==> config.mk <==
export PLATFORM = sky130hd
export DESIGN_NAME = pipe_datapath_core_flat
export DESIGN_NICKNAME = d
export VERILOG_FILES = /design/src/rtl/pipe_datapath_core_if.sv /design/src/rtl/pipe_datapath_core.sv /design/src/flat_wrapper.sv
export SDC_FILE = /design/constraint.sdc
export NUM_CORES = 1
export LEC_CHECK = 0
export ABC_AREA = 1
export CAP_MARGIN = 25
export CORE_MARGIN = 10
export CORE_UTILIZATION = 50
export CTS_CLUSTER_SIZE = 30
export DETAILED_ROUTE_END_ITERATION = 10
export GPL_TIMING_DRIVEN = 0
export PLACE_DENSITY = 0.81
export REMOVE_ABC_BUFFERS = 1
export SLEW_MARGIN = 20
export SYNTH_ARGS = -nofsm -noshare
export SYNTH_HDL_FRONTEND = slang
export SYNTH_SLANG_ARGS = --single-unit
export TNS_END_PERCENT = 100
==> constraint.sdc <==
create_clock -name clk -period 7.95 [get_ports clk]
set_input_delay 0.795 -clock clk [delete_from_list [all_inputs] [get_ports clk]]
set_output_delay 0.795 -clock clk [all_outputs]
set_load 0.01 [all_outputs]
==> src/rtl/pipe_datapath_core_if.sv <==
// Bus bundle for pipe_datapath_core.
//   run_mode/step_pulse : advance control (core input)
//   imem_addr/imem_data : instruction fetch, combinational read
//   dmem_*              : data memory, combinational read, store strobe
//   wb_*, ovf*, halted,
//   retired             : retirement / status observation
// master = the core, slave = the environment (memories, bench).
interface pipe_datapath_core_if #(
  parameter int DATA_W = 8,
  parameter int PC_W   = 8,
  parameter int CNT_W  = 16
);
  logic              run_mode;
  logic              step_pulse;
  logic [PC_W-1:0]   imem_addr;
  logic [15:0]       imem_data;
  logic [DATA_W-1:0] dmem_addr;
  logic [DATA_W-1:0] dmem_wdata;
  logic              dmem_we;
  logic [DATA_W-1:0] dmem_rdata;
  logic [DATA_W-1:0] wb_data;
  logic              wb_valid;
  logic              ovf;
  logic              ovf_sticky;
  logic              halted;
  logic [CNT_W-1:0]  retired;

  modport master (
    input  run_mode, step_pulse, imem_data, dmem_rdata,
    output imem_addr, dmem_addr, dmem_wdata, dmem_we,
           wb_data, wb_valid, ovf, ovf_sticky, halted, retired
  );

  modport slave (
    output run_mode, step_pulse, imem_data, dmem_rdata,
    input  imem_addr, dmem_addr, dmem_wdata, dmem_we,
           wb_data, wb_valid, ovf, ovf_sticky, halted, retired
  );
endinterface

==> src/rtl/pipe_datapath_core.sv <==
// pipe_datapath_core: 3-stage (IF -> EX -> WB) pipelined 4-register datapath.
// Ports:
//   clk          system clock
//   rst_general  asynchronous active-low reset
//   bus          pipe_datapath_core_if.master (memories, control, status)
// Advance semantics: there is no per-stage handshake. A single qualifier
// adv = !halted && (run_mode || step_pulse) acts as the pipeline enable:
// when adv=1 every stage moves on the rising edge, when adv=0 all state holds
// and no store strobe is issued. wb_valid marks a valid non-NOP instruction
// in WB; it retires on the next edge where adv=1.
// The run/halt FSM state is visible on bus.halted.
module pipe_datapath_core #(
  parameter int DATA_W = 8,
  parameter int PC_W   = 8,
  parameter int CNT_W  = 16
) (
  input  logic clk,
  input  logic rst_general,
  pipe_datapath_core_if.master bus
);

  localparam logic [3:0] OP_ADD  = 4'h1;
  localparam logic [3:0] OP_SUB  = 4'h2;
  localparam logic [3:0] OP_AND  = 4'h3;
  localparam logic [3:0] OP_OR   = 4'h4;
  localparam logic [3:0] OP_SLT  = 4'h5;
  localparam logic [3:0] OP_ADDI = 4'h6;
  localparam logic [3:0] OP_LW   = 4'h7;
  localparam logic [3:0] OP_SW   = 4'h8;
  localparam logic [3:0] OP_BEQ  = 4'h9;
  localparam logic [3:0] OP_J    = 4'hA;
  localparam logic [3:0] OP_HALT = 4'hF;

  typedef enum logic {ST_RUN, ST_HALT} core_state_t;
  core_state_t state_q, state_d;

  // Fetch / IF-ID
  logic [PC_W-1:0]   pc_q;
  logic [15:0]       ifid_instr_q;
  logic [PC_W-1:0]   ifid_pc_q;
  logic              ifid_valid_q;
  // EX-WB
  logic              exwb_valid_q;
  logic              exwb_we_q;
  logic              exwb_ovf_q;
  logic [1:0]        exwb_dst_q;
  logic [DATA_W-1:0] exwb_data_q;
  // Architectural state
  logic [DATA_W-1:0] rf_q [4];
  logic [CNT_W-1:0]  retired_q;
  logic              sticky_q;

  logic adv;
  assign adv = (state_q == ST_RUN) && (bus.run_mode || bus.step_pulse);

  // Decode
  logic [3:0] op;
  logic [1:0] rs, rt, rd;
  logic [7:0] imm;
  assign op  = ifid_instr_q[15:12];
  assign rs  = ifid_instr_q[11:10];
  assign rt  = ifid_instr_q[9:8];
  assign rd  = ifid_instr_q[7:6];
  assign imm = ifid_instr_q[7:0];

  // Operand read with WB->EX forwarding. r0 is never written, so a plain
  // register-file read of index 0 already returns 0.
  logic fwd_rs, fwd_rt;
  logic [DATA_W-1:0] rs_val, rt_val;
  assign fwd_rs = exwb_valid_q && exwb_we_q && (exwb_dst_q != 2'd0) && (exwb_dst_q == rs);
  assign fwd_rt = exwb_valid_q && exwb_we_q && (exwb_dst_q != 2'd0) && (exwb_dst_q == rt);
  assign rs_val = fwd_rs ? exwb_data_q : rf_q[rs];
  assign rt_val = fwd_rt ? exwb_data_q : rf_q[rt];

  logic [DATA_W-1:0] imm_ext, sum, diff, addi_sum;
  logic              add_ovf, sub_ovf, addi_ovf, slt;
  assign imm_ext  = DATA_W'($signed(imm));
  assign sum      = rs_val + rt_val;
  assign diff     = rs_val - rt_val;
  assign addi_sum = rs_val + imm_ext;
  assign add_ovf  = (rs_val[DATA_W-1] == rt_val[DATA_W-1]) && (sum[DATA_W-1] != rs_val[DATA_W-1]);
  assign sub_ovf  = (rs_val[DATA_W-1] != rt_val[DATA_W-1]) && (diff[DATA_W-1] != rs_val[DATA_W-1]);
  assign addi_ovf = (rs_val[DATA_W-1] == imm_ext[DATA_W-1]) && (addi_sum[DATA_W-1] != rs_val[DATA_W-1]);
  assign slt      = $signed(rs_val) < $signed(rt_val);

  logic [PC_W-1:0] beq_target, j_target;
  assign beq_target = ifid_pc_q + PC_W'(1) + PC_W'($signed(imm));
  assign j_target   = PC_W'(imm);

  // ALU result kept separate from the load mux: dmem_addr must not depend
  // on dmem_rdata through the same process.
  logic [DATA_W-1:0] alu_res;
  always_comb begin
    alu_res = '0;
    case (op)
      OP_ADD:                alu_res = sum;
      OP_SUB:                alu_res = diff;
      OP_AND:                alu_res = rs_val & rt_val;
      OP_OR:                 alu_res = rs_val | rt_val;
      OP_SLT:                alu_res = slt ? DATA_W'(1) : '0;
      OP_ADDI, OP_LW, OP_SW: alu_res = addi_sum;
      default:               alu_res = '0;
    endcase
  end

  logic [DATA_W-1:0] ex_result;
  logic              ex_we, ex_ovf, ex_retire, ex_store, ex_halt, br_taken;
  logic [1:0]        ex_dst;
  logic [PC_W-1:0]   br_target;
  always_comb begin
    ex_result = alu_res;
    ex_we     = 1'b0;
    ex_dst    = rd;
    ex_ovf    = 1'b0;
    ex_retire = 1'b0;
    ex_store  = 1'b0;
    ex_halt   = 1'b0;
    br_taken  = 1'b0;
    br_target = beq_target;
    case (op)
      OP_ADD:  begin ex_we = 1'b1; ex_retire = 1'b1; ex_ovf = add_ovf; end
      OP_SUB:  begin ex_we = 1'b1; ex_retire = 1'b1; ex_ovf = sub_ovf; end
      OP_AND, OP_OR, OP_SLT: begin ex_we = 1'b1; ex_retire = 1'b1; end
      OP_ADDI: begin ex_we = 1'b1; ex_retire = 1'b1; ex_dst = rt; ex_ovf = addi_ovf; end
      OP_LW:   begin ex_we = 1'b1; ex_retire = 1'b1; ex_dst = rt; ex_result = bus.dmem_rdata; end
      OP_SW:   begin ex_retire = 1'b1; ex_store = 1'b1; ex_result = '0; end
      OP_BEQ:  begin ex_retire = 1'b1; ex_result = '0; br_taken = (rs_val == rt_val); end
      OP_J:    begin ex_retire = 1'b1; ex_result = '0; br_taken = 1'b1; br_target = j_target; end
      OP_HALT: begin ex_halt = 1'b1; ex_result = '0; end
      default: ex_result = '0;
    endcase
  end

  // Run/halt FSM
  always_ff @(posedge clk or negedge rst_general) begin
    if (!rst_general) state_q <= ST_RUN;
    else              state_q <= state_d;
  end

  always_comb begin
    state_d = state_q;
    if (state_q == ST_RUN && adv && ifid_valid_q && ex_halt) state_d = ST_HALT;
  end

  // Pipeline and architectural state
  always_ff @(posedge clk or negedge rst_general) begin
    if (!rst_general) begin
      pc_q         <= '0;
      ifid_instr_q <= '0;
      ifid_pc_q    <= '0;
      ifid_valid_q <= 1'b0;
      exwb_valid_q <= 1'b0;
      exwb_we_q    <= 1'b0;
      exwb_ovf_q   <= 1'b0;
      exwb_dst_q   <= '0;
      exwb_data_q  <= '0;
      retired_q    <= '0;
      sticky_q     <= 1'b0;
      for (int i = 0; i < 4; i++) rf_q[i] <= '0;
    end else if (adv) begin
      // WB: retire the instruction leaving EX/WB
      if (exwb_valid_q) begin
        if (exwb_we_q && exwb_dst_q != 2'd0) rf_q[exwb_dst_q] <= exwb_data_q;
        if (retired_q != {CNT_W{1'b1}}) retired_q <= retired_q + CNT_W'(1);
        sticky_q <= sticky_q | exwb_ovf_q;
      end
      // EX -> WB; NOPs and HALT never enter WB as valid
      exwb_valid_q <= ifid_valid_q && ex_retire;
      exwb_we_q    <= ex_we;
      exwb_ovf_q   <= ex_ovf;
      exwb_dst_q   <= ex_dst;
      exwb_data_q  <= ex_result;
      // IF: halt and taken branches discard the word being fetched
      if (ifid_valid_q && ex_halt) begin
        ifid_valid_q <= 1'b0;
      end else if (ifid_valid_q && br_taken) begin
        pc_q         <= br_target;
        ifid_valid_q <= 1'b0;
      end else begin
        ifid_instr_q <= bus.imem_data;
        ifid_pc_q    <= pc_q;
        ifid_valid_q <= 1'b1;
        pc_q         <= pc_q + PC_W'(1);
      end
    end
  end

  // Outputs are gated by stage valid so reset drives them all to 0
  assign bus.imem_addr  = pc_q;
  assign bus.dmem_addr  = ifid_valid_q ? alu_res : '0;
  assign bus.dmem_wdata = ifid_valid_q ? rt_val : '0;
  assign bus.dmem_we    = adv && ifid_valid_q && ex_store;
  assign bus.wb_valid   = exwb_valid_q;
  assign bus.wb_data    = exwb_valid_q ? exwb_data_q : '0;
  assign bus.ovf        = exwb_valid_q && exwb_ovf_q;
  assign bus.ovf_sticky = sticky_q;
  assign bus.halted     = (state_q == ST_HALT);
  assign bus.retired    = retired_q;

endmodule

==> src/flat_wrapper.sv <==
// flat-port wrapper written by rule: the top's interface ports become plain ports
module pipe_datapath_core_flat 
#(
  parameter int DATA_W = 8,
  parameter int PC_W   = 8,
  parameter int CNT_W  = 16
)
  (clk, rst_general, bus_run_mode, bus_step_pulse, bus_imem_data, bus_dmem_rdata, bus_imem_addr, bus_dmem_addr, bus_dmem_wdata, bus_dmem_we, bus_wb_data, bus_wb_valid, bus_ovf, bus_ovf_sticky, bus_halted, bus_retired);
  pipe_datapath_core_if #(.DATA_W(DATA_W), .PC_W(PC_W), .CNT_W(CNT_W)) bus_i ();
  input  logic clk;
  input  logic rst_general;
  input wire logic [$bits(bus_i.run_mode)-1:0] bus_run_mode;
  input wire logic [$bits(bus_i.step_pulse)-1:0] bus_step_pulse;
  input wire logic [$bits(bus_i.imem_data)-1:0] bus_imem_data;
  input wire logic [$bits(bus_i.dmem_rdata)-1:0] bus_dmem_rdata;
  output wire logic [$bits(bus_i.imem_addr)-1:0] bus_imem_addr;
  output wire logic [$bits(bus_i.dmem_addr)-1:0] bus_dmem_addr;
  output wire logic [$bits(bus_i.dmem_wdata)-1:0] bus_dmem_wdata;
  output wire logic [$bits(bus_i.dmem_we)-1:0] bus_dmem_we;
  output wire logic [$bits(bus_i.wb_data)-1:0] bus_wb_data;
  output wire logic [$bits(bus_i.wb_valid)-1:0] bus_wb_valid;
  output wire logic [$bits(bus_i.ovf)-1:0] bus_ovf;
  output wire logic [$bits(bus_i.ovf_sticky)-1:0] bus_ovf_sticky;
  output wire logic [$bits(bus_i.halted)-1:0] bus_halted;
  output wire logic [$bits(bus_i.retired)-1:0] bus_retired;
  assign bus_i.run_mode = bus_run_mode;
  assign bus_i.step_pulse = bus_step_pulse;
  assign bus_i.imem_data = bus_imem_data;
  assign bus_i.dmem_rdata = bus_dmem_rdata;
  assign bus_imem_addr = bus_i.imem_addr;
  assign bus_dmem_addr = bus_i.dmem_addr;
  assign bus_dmem_wdata = bus_i.dmem_wdata;
  assign bus_dmem_we = bus_i.dmem_we;
  assign bus_wb_data = bus_i.wb_data;
  assign bus_wb_valid = bus_i.wb_valid;
  assign bus_ovf = bus_i.ovf;
  assign bus_ovf_sticky = bus_i.ovf_sticky;
  assign bus_halted = bus_i.halted;
  assign bus_retired = bus_i.retired;
  pipe_datapath_core #(.DATA_W(DATA_W), .PC_W(PC_W), .CNT_W(CNT_W)) u_core (.clk(clk), .rst_general(rst_general), .bus(bus_i));
endmodule
==> summary.md <==
| Metric | Value |
|---|---|
| Cell internal pwr | 0.0008190 W |
| Period Utilization, post-route | 71.02% |
| Seq/Total Area, Yosys | 34.50% |
| Max FO, Critical Path | 23 |
| Vias/cell | 5.380 |
| Crit. End Element | output pin |
| Reg clk slew, reported paths | 0.07 ns |
| Maximum number of pins on one net before global-route repair | 55 |
| Vias in the first global route | 6535 |
| Main synth FF type | dfrtp_1 |
| Clk pwr share | 50.5% |
| Clk_lat worst skew | 0.36 ns |
| GRT Util Overall | 19.88% |
| Pleak | 3.994 nW |
| Routed WL | 19320 um |
| First-pass GRT wire length | 31910 um |
| Post-CTS Resized | 0 |
| Most common cell after layout, fill and taps aside | nand2_1 |
| GRT overflow | 0 |
| Yosys cell types | 47 |
| H-tree level count | 3 |
| Core Box Area | 0.01377 sq mm |
| Crit path from | u_core.ifid_instr_q[8] |
| Reg-to-Reg Start | u_core.ifid_instr_q[8] |
| P per Cell Area | 127.1 mW/mm^2 |
| Post-synth EDFFs | 0 |
| Hold Buf Count CTS | 0 |
| Minimum clock period after layout | 5.646 ns |
| Post CTS Setup Buffer Count | 0 |
| Initial antenna violation count | 0 |
| 1st-iter DRT viols | 618 |
| Remaining antenna violation count | 0 |
| Combinational Power Share | 2.4% |
| Final setup violation count | 0 |
| Layout area overhead | 17.01% |
| Max-cap violations | 0 |
| Critical Path RT | 7.15 ns |
| Commonest non-fill, non-tap cells in the layout | nand2_1 (255), inv_1 (124), o21ai_0 (96), dfrtp_1 (96), a21oi_1 (82) |
| Fin nets | 1109 |
| Routability cong. | 0.9663 |
| Root buf cell | clkbuf_16 |
| CTS buffer count | 9 |
| WL/cell | 15.84 um |
| CTS tree | built |
| FP Rows | 43 |
| Port buffer count | 80 |
| Outcome | finished clean |
| Critical path class | reg -> out |
| Register bit total from synthesis | 96 |
| Ys Warns | 0 |
| Via count | 6564 |
| Final slew viol count | 0 |
| DRC Markers | 0 |
| CTS max path bufs | 2 |
| Final setup TNS | 0 ns |
| Final core occ | 59.17% |
| Fmax | 177.1 MHz |
| Tightest Pin Transition | 0.8729 ns |
| Fillers | 1326 |
| Detailed placement HPWL | 14100 um |
| Post-synth ARST share | 100.0% |
| Peak VDD IR | 0.07669 mV |
| Ports | 81 |
| CTS Sinks | 96 |
| Setup Skew | 0.01080 ns |
| Layout cells sized above 1 | 5.192% |
| Switch share | 20.96% |
| Number of diodes | 0 |
| NetSw | 0.0002171 W |
| Syn Std Cell Area | 0.006964 sq mm |
| Relative slew margins | 41.19% |
| Register share of total power | 47.1% |
| Die Area | 0.01905 sq mm |
| Die Height | 138.0 um |
| TritonRoute pass-1 iters | 6 |
| Die X | 138.0 um |
| Startpoint types | flip-flop |
| Starting Density | 50.56% |
| RSZ-0062 raised after global routing | no |
| Syn Area/Cell | 7.099 sq um |
| Synth Instances | 981 |
| Worst Path Arrival | 4.85 ns |
| Hold Crit Class | in -> async |
| Final hold violation count | 0 |
cell usage after synthesis, types with 6 or more instances:
cell      number  area [sq um]
dfrtp_1       96          2402
nand2_2        6         37.54
o21ai_0       97         485.5
nand2_1      255         957.2
nand3_1       52         260.3
o21ai_2        9         78.83
xor2_1        19         166.4
inv_2          7         26.28
clkbuf_1      18         67.56
o21bai_1       7         52.55
inv_1        124         465.5
ha_1          42         525.5
xnor2_1       10         87.58
buf_6          7         78.83
a21oi_1       82         410.4
nand4_1       14         87.58
nor2_1        72         270.3
buf_2          9         45.04
worst paths after layout:
| kind | to | slack, ns | cells past startpoint |
|---|---|---|---|
| worst max register to register | u_core.bus.imem_addr[6] | 3.17 | 19 |
| worst min register to register | u_core.rf_q[27] | 0.41 | 0 |
| worst min-delay path | u_core.bus.imem_addr[1] | 0.35 | 1 |
| max in group asynchronous | u_core.rf_q[27] | 6.99 | 2 |
| worst max-delay path | bus_dmem_addr[7] | 2.30 | 18 |
| min in group clk | u_core.rf_q[27] | 0.41 | 0 |
kinds of logic after synthesis:
family / Yosys count / share of synthesized area (%)
adders and majority gates: 46 / 8.696
and+or+nand+nor: 418 / 25.14
buffers and inverters: 171 / 10.46
AOI/OAI and AO/OA: 220 / 17.34
xor gates and xnor gates: 30 / 3.881
DFF: 96 / 34.50
flip-flops by register name (all words and copies together), names as in the netlist, 2 cells and up:
signal / count
u_core.rf_q: 32
u_core.bus.retired: 16
u_core.ifid_pc_q: 8
u_core.ifid_instr_q: 16
u_core.exwb_data_q: 8
u_core.bus.imem_addr: 8
u_core.exwb_dst_q: 2
cell type report:
type                            count  area, sq um  area share (%)
Clock inverter                      6        112.6           1.382
Sequential cell                    96         2402           29.48
Timing Repair Buffer               82        834.6           10.24
Multi-Input combinational cell    714         3837           47.09
Inverter                          132        498.0           6.111
Clock buffer                       10        239.0           2.933
Tap cell                          180        225.2           2.764
worst max-delay path: stages, from the launching register on:
cell	delay, ns
dfrtp_1	0.59
inv_1	0.62
o21ai_0	0.18
a21oi_1	0.16
a21oi_1	0.06
o21ai_0	0.67
inv_1	0.19
ha_1	0.41
nand3_1	0.09
nand3_1	0.15
nand3_1	0.16
nand3_1	0.13
nand3_1	0.07
nand2_1	0.09
inv_1	0.04
nand3_1	0.15
nand2_1	0.11
inv_1	0.07
clkdlybuf4s50_1	0.53
layer usage:
layer / track usage (%) / vias to the layer above / share of wire [%]
met4: 8.380 / 0 / 2.9
met1: 23.76 / 3020 / 43
li1: - / 3278 / -
met2: 32.33 / 226 / 46
met5: 0 / - / 0
met3: 6.164 / 40 / 7.8
metrics by stage:
step           instance area, sq um  power (W)  std cells  worst slack, ns  hold WS [ns]
3_5_place_dp                   7797  0.0005228       1204            2.809        0.3905
2_1_floorplan                  6734  0.0004977        942            4.155        0.3689
4_1_cts                        8149   0.001038       1220            2.394        0.3654
5_1_grt                        8149   0.001059       1220            1.929        0.3821
3_3_place_gp                   7760  0.0005211       1202            2.447        0.3874
6_report                       8149   0.001036       1220            2.304        0.3518
power groups by stage:
stage | Sequential (W) | Combinational, W | Clock, W
final | 0.000488 | 0.0000247 | 0.000523
after global routing | 0.000488 | 0.0000273 | 0.000544
after CTS | 0.000488 | 0.0000254 | 0.000525
after detailed placement | 0.000498 | 0.0000253 | 0
after global placement | 0.000498 | 0.0000233 | 0
after floorplan | 0.000498 | 0.00000000219 | 0
No activity file was read; power rests on OpenSTA's default activity.
